## src/rtl/common_pkg.sv

```systemverilog
// =============================================================================
// Module : common (package)
// Brief  : Shared state encodings and default latencies for the control path.
// Rev    : 1.0 - initial memory-controller state enum and latency defaults
// =============================================================================
`default_nettype none

package common;

  localparam int c_MEM_ADDR_W = 16;
  localparam int c_RD_LAT     = 2;
  localparam int c_WR_LAT     = 1;

  typedef enum logic [1:0] {
    M_IDLE     = 2'd0,
    M_ACCESS   = 2'd1,
    M_COMPLETE = 2'd2
  } memStates;

  function automatic int max_int(input int a, input int b);
    return (a > b) ? a : b;
  endfunction

endpackage

`default_nettype wire

```

## src/rtl/mem_wait_counter.sv

```systemverilog
// =============================================================================
// Module : mem_wait_counter
// Brief  : Loadable down-counter with zero flag used to time wait states.
// Rev    : 1.0 - initial release
// =============================================================================
`default_nettype none

module mem_wait_counter #(
  parameter int WIDTH = 2
) (
  input  logic             clk,
  input  logic             reset,
  input  logic             i_load,
  input  logic [WIDTH-1:0] i_value,
  input  logic             i_dec,
  output logic             o_zero
);

  logic [WIDTH-1:0] r_count;

  always_ff @(posedge clk or negedge reset) begin
    if (!reset) begin
      r_count <= '0;
    end else if (i_load) begin
      r_count <= i_value;
    end else if (i_dec && (r_count != '0)) begin
      r_count <= r_count - 1'b1;
    end
  end

  assign o_zero = (r_count == '0);

endmodule

`default_nettype wire

```

## src/rtl/mem_controller.sv

```systemverilog
// =============================================================================
// Module : mem_controller
// Brief  : Single-outstanding request bridge from the control unit to a
//          word-addressed synchronous memory with programmable wait states.
// Rev    : 1.0 - initial release
// =============================================================================
`default_nettype none

module mem_controller
  import common::*;
#(
  parameter int ADDR_W = c_MEM_ADDR_W,
  parameter int RD_LAT = c_RD_LAT,
  parameter int WR_LAT = c_WR_LAT
) (
  input  logic              clk,
  input  logic              reset,
  input  logic              Valid,
  input  logic              RW,
  input  logic [31:0]       address,
  input  logic [31:0]       wdata,
  output logic              ready,
  output logic [31:0]       data,
  output logic              fault,
  output logic              mem_en,
  output logic              mem_we,
  output logic [ADDR_W-1:0] mem_addr,
  output logic [31:0]       mem_wdata,
  input  logic [31:0]       mem_rdata
);

  localparam int c_CNT_W = $clog2(max_int(RD_LAT, WR_LAT)) + 1;

  memStates            r_state;
  memStates            w_next_state;

  logic                w_accept;
  logic                w_done;
  logic                w_dec;
  logic                w_cnt_zero;
  logic                w_misaligned;
  logic [c_CNT_W-1:0]  w_load_val;
  logic                w_unused_addr_hi;

  logic                r_rw;
  logic                r_fault_path;
  logic                r_ready;
  logic [31:0]         r_data;
  logic                r_fault;
  logic                r_mem_en;
  logic                r_mem_we;
  logic [ADDR_W-1:0]   r_mem_addr;
  logic [31:0]         r_mem_wdata;

  // Upper address bits are deliberately dropped so accesses wrap on the memory size.
  assign w_unused_addr_hi = ^address[31:ADDR_W+2];
  assign w_misaligned     = |address[1:0];

  // A misaligned request loads zero so the fault completes after one ACCESS cycle.
  assign w_load_val = w_misaligned ? '0 :
                      (RW ? c_CNT_W'(RD_LAT - 1) : c_CNT_W'(WR_LAT - 1));

  always_ff @(posedge clk or negedge reset) begin
    if (!reset) begin
      r_state <= M_IDLE;
    end else begin
      r_state <= w_next_state;
    end
  end

  always_comb begin
    w_next_state = r_state;
    case (r_state)
      M_IDLE:     if (Valid)      w_next_state = M_ACCESS;
      M_ACCESS:   if (w_cnt_zero) w_next_state = M_COMPLETE;
      M_COMPLETE: if (!Valid)     w_next_state = M_IDLE;
      default:                    w_next_state = M_IDLE;
    endcase
  end

  always_comb begin
    w_accept = 1'b0;
    w_done   = 1'b0;
    w_dec    = 1'b0;
    case (r_state)
      M_IDLE:   w_accept = Valid;
      M_ACCESS: begin
        w_done = w_cnt_zero;
        w_dec  = !w_cnt_zero;
      end
      default: ;
    endcase
  end

  mem_wait_counter #(
    .WIDTH (c_CNT_W)
  ) u_wait_counter (
    .clk     (clk),
    .reset   (reset),
    .i_load  (w_accept),
    .i_value (w_load_val),
    .i_dec   (w_dec),
    .o_zero  (w_cnt_zero)
  );

  always_ff @(posedge clk or negedge reset) begin
    if (!reset) begin
      r_rw         <= 1'b0;
      r_fault_path <= 1'b0;
      r_ready      <= 1'b1;
      r_data       <= '0;
      r_fault      <= 1'b0;
      r_mem_en     <= 1'b0;
      r_mem_we     <= 1'b0;
      r_mem_addr   <= '0;
      r_mem_wdata  <= '0;
    end else begin
      if (w_accept) begin
        r_rw         <= RW;
        r_fault_path <= w_misaligned;
        r_ready      <= 1'b0;
        r_fault      <= 1'b0;
        if (!w_misaligned) begin
          r_mem_en    <= 1'b1;
          r_mem_we    <= !RW;
          r_mem_addr  <= address[ADDR_W+1:2];
          r_mem_wdata <= wdata;
        end
      end
      if (w_done) begin
        r_mem_en <= 1'b0;
        r_mem_we <= 1'b0;
        r_ready  <= 1'b1;
        if (r_fault_path) begin
          r_fault <= 1'b1;
        end else if (r_rw) begin
          r_data <= mem_rdata;
        end
      end
    end
  end

  assign ready     = r_ready;
  assign data      = r_data;
  assign fault     = r_fault;
  assign mem_en    = r_mem_en;
  assign mem_we    = r_mem_we;
  assign mem_addr  = r_mem_addr;
  assign mem_wdata = r_mem_wdata;

endmodule

`default_nettype wire

```

## config.mk

```make
export PLATFORM = sky130hd
export DESIGN_NAME = mem_controller
export DESIGN_NICKNAME = d
export VERILOG_FILES = /design/src/rtl/common_pkg.sv /design/src/rtl/mem_wait_counter.sv /design/src/rtl/mem_controller.sv
export SDC_FILE = /design/constraint.sdc
export NUM_CORES = 1
export LEC_CHECK = 0
export BUFFER_PORTS_ARGS = -buffer_cell sky130_fd_sc_hd__buf_4
export CORE_AREA = 4 4 161 101
export CTS_CLUSTER_SIZE = 12
export DETAILED_ROUTE_END_ITERATION = 10
export DIE_AREA = 0 0 165 105
export GPL_TIMING_DRIVEN = 0
export HOLD_SLACK_MARGIN = 0.15
export PLACE_DENSITY = 0.51
export SYNTH_ARGS = -nofsm -noshare
export SYNTH_HDL_FRONTEND = slang
export SYNTH_SLANG_ARGS = --single-unit
```

## constraint.sdc

```tcl
create_clock -name clk -period 2.3 [get_ports clk]
set_input_delay 0.46 -clock clk [delete_from_list [all_inputs] [get_ports clk]]
set_output_delay 0.46 -clock clk [all_outputs]
set_load 0.02 [all_outputs]
```

==> flow_metrics.tcl <==
set metrics [dict create \
    end_kind "register" \
    cpPeakStageDelay_ns 0.47 \
    start_util_pct 24.44 \
    post-route-util_pct 36.80 \
    yosysTopAreaCellShare_pct 61.02 \
    die_area_sq_um 17330 \
    cts_resized 0 \
    ctsRootBufferMaster "clkbuf_16" \
    cp-start-kind "register" \
    ys_top_cells_by_count "89 x dfrtp_1, 47 x mux2_4, 34 x mux2_2" \
    cp_num_buf_inv 2 \
    setup_slack_ns 0.1937 \
    layout_min_cycle_time_ns 2.106 \
    gp_congestion 0.6938 \
    hold_path_class "primary input to asynchronous set/reset pin" \
    slew-limit-headroom_pct 21.76 \
    reg2reg_slack_ns 0.19 \
    syn_nets 317 \
    antenna_found_initial 0 \
    diodes 0 \
    yosys_warnings 0 \
    arrival_ns 2.32 \
    area_delta_synth_final_pct 50.57 \
    status "complete, no violations" \
    yosys-top-cells-area "dfrtp_1 61%, mux2_4 19%, mux2_2 10%" \
    rows 35 \
    numCtsBuffers 9 \
    detail-route-antenna-nets 0 \
    ys_seq_area_share_pct 61.74 \
    drive_gt1_share_pct 70.00 \
    rr_startpoint "u_wait_counter.r_count[0]" \
    ioPinCount 184 \
    grt_max_degree 91 \
    rsz0062_at_grt "no" \
    fin_worst_skew_ns 0.006986 \
    drc 0 \
    postSynthCellCount 215 \
    synth-seq-cells 90 \
    ys.flop_type "dfrtp_1" \
    endpoint "data[18]" \
    hold_buffers 0 \
    ir_drop_mv 0.5702 \
    grt_pass1_wl_um 13970 \
    r2r_cells 6 \
    worst_pin_slew_ns 1.174 \
    grt_pass1_vias 2618 \
    yosysTopAreaCell "dfrtp_1" \
    fin_nets 497 \
    syn_area_sq_um 3650 \
    dr_total_vias 2385 \
    cp.depth 6 \
    reg2reg_to "data[18]" \
    grt-ovfl-total 0 \
    drtIter0Drc 63 \
    cp_max_fo 10 \
    cts.path.max_buffers 2 \
    htreeDepth 3 \
    clock_latency_ns 0.33 \
    critPathKind "register to register" \
    post_cts_buffers 0 \
    crit_chain "inv_1 -> ha_1 -> nand3b_1 -> nor3b_2 -> buf_2 -> mux2_2" \
    crit_required_ns 2.52 \
    via_per_inst 3.955 \
    hold_violations 0 \
    die_h_um 105 \
    slew_violations 0 \
    first_pass_iters 4 \
    synth_edf_count 0 \
    post-synth-top-count-cell "dfrtp_1" \
    finalSetupViolCount 0 \
    cts_tree "done" \
    totalWireLength_um 8988 \
    max_freq_ghz 0.4748 \
    die_x_um 165 \
    dp_slack_ns 0.1798 \
    clk_pin_slew_ns 0.07 \
    crit_family "simple AND/OR/NAND/NOR gates" \
    grtUsageTotal_pct 10.36 \
    cts.sinks 90 \
    coreArea_sq_um 14930 \
    finalCritPeriodShare_pct 91.58 \
    startpoint "u_wait_counter.r_count[0]" \
    port_buffers 169 \
    avgSynthCellArea_sq_um 16.98 \
    setup_tns_ns 0 \
    async_flop_share_pct 100.0 \
    drv_cap 0 \
    synthDistinctLibCells 27 \
    crit_slowest_cell "nor3b_2" \
    wl_per_cell_um 14.91 \
    post-dp-hpwl_um 6809 \
    p_leak_uw 0.002846 \
    p_per_area_nw_per_um2 1440 \
]
==> placed cells by master (no fill, tap or decap), drive strengths merged, types with 2 or more instances in the layout <==
| cell type | netlist | final |
|---|---|---|
| o21ai | 2 | 2 |
| ha | 2 | 2 |
| buf | 10 | 179 |
| dfrtp | 89 | 89 |
| nand2 | 3 | 3 |
| mux2 | 81 | 81 |
| nor2 | 4 | 4 |
| nor2b | 2 | 2 |
| a21oi | 4 | 4 |
| inv | 4 | 6 |
| clkbuf | 0 | 12 |
==> where the power goes <==
| group | leakage, uW | total (uW) | internal (uW) | switching (uW) |
|---|---|---|---|---|
| clock | 0.000160 | 1570 | 942 | 627 |
| sequential | 0.00111 | 2800 | 2350 | 449 |
| combinational | 0.00158 | 3540 | 1890 | 1650 |
| total | 0.00285 | 7910 | 5180 | 2730 |
==> layer usage <==
metal | wire length, um | global-route usage [%] | part of all wire, %
met4 | 61 | 2.315 | 0.68
met1 | 4043 | 13.44 | 45
met3 | 1160 | 5.715 | 13
met2 | 3722 | 15.08 | 41
met5 | 0 | 0 | 0
==> worst register-to-register path, delay by kind of cell (launching register included) <==
kind | cells | cell delay (ns)
and+or+nand+nor | 2 | 0.62
muxes | 1 | 0.36
DFF | 1 | 0.40
buffers and inverters | 2 | 0.44
adders and majority gates | 1 | 0.17
==> kinds of logic after synthesis <==
kind of cell | synth area share [%]
flops | 61.74
buf+inv | 2.708
mux | 30.10
simple gates | 2.605
compound gates | 2.160
fa+ha+maj | 0.6855
==> layout make-up <==
type | count | area, sq um
multi-input cells | 111 | 1297
repair buffers | 169 | 1269
clock buffers | 12 | 266.5
plain buffers | 10 | 83.83
clock inverters | 4 | 56.30
flip-flops and latches | 90 | 2253
inverters | 4 | 15.01
well taps | 203 | 254.0
fillers | 1460 | 9438
==> flip-flops by register name (all words and copies together) (netlist names) <==
| signal | cells |
|---|---|
| ready | 1 |
| fault | 1 |
| mem_we | 1 |
| r_state | 2 |
| u_wait_counter.r_count | 2 |
| r_rw | 1 |
| data | 32 |
| mem_addr | 16 |
| mem_wdata | 32 |
| r_fault_path | 1 |
| mem_en | 1 |
==> per-stage QoR <==
stage / instances / area (sq um) / total power [uW] / hold WS (ns)
finish: 603 / 5495 / 7912 / 0.3153
global route: 603 / 5495 / 8391 / 0.3288
CTS: 603 / 5495 / 8059 / 0.3232
detailed placement: 587 / 5172 / 6428 / 0.4910
global placement: 587 / 5172 / 6393 / 0.4849
floorplan: 215 / 3650 / 4827 / 0.1644
==> how the worst min path moves through the flow <==
stage	to	slack (ns)	cells past startpoint
2_1_floorplan	data[0]	0.16	0
3_3_place_gp	r_rw	0.48	1
3_5_place_dp	r_rw	0.49	1
4_1_cts	mem_we	0.32	2
5_1_grt	mem_wdata[18]	0.33	2
6_report	data[27]	0.32	1
(Power assumes the default switching activity.)
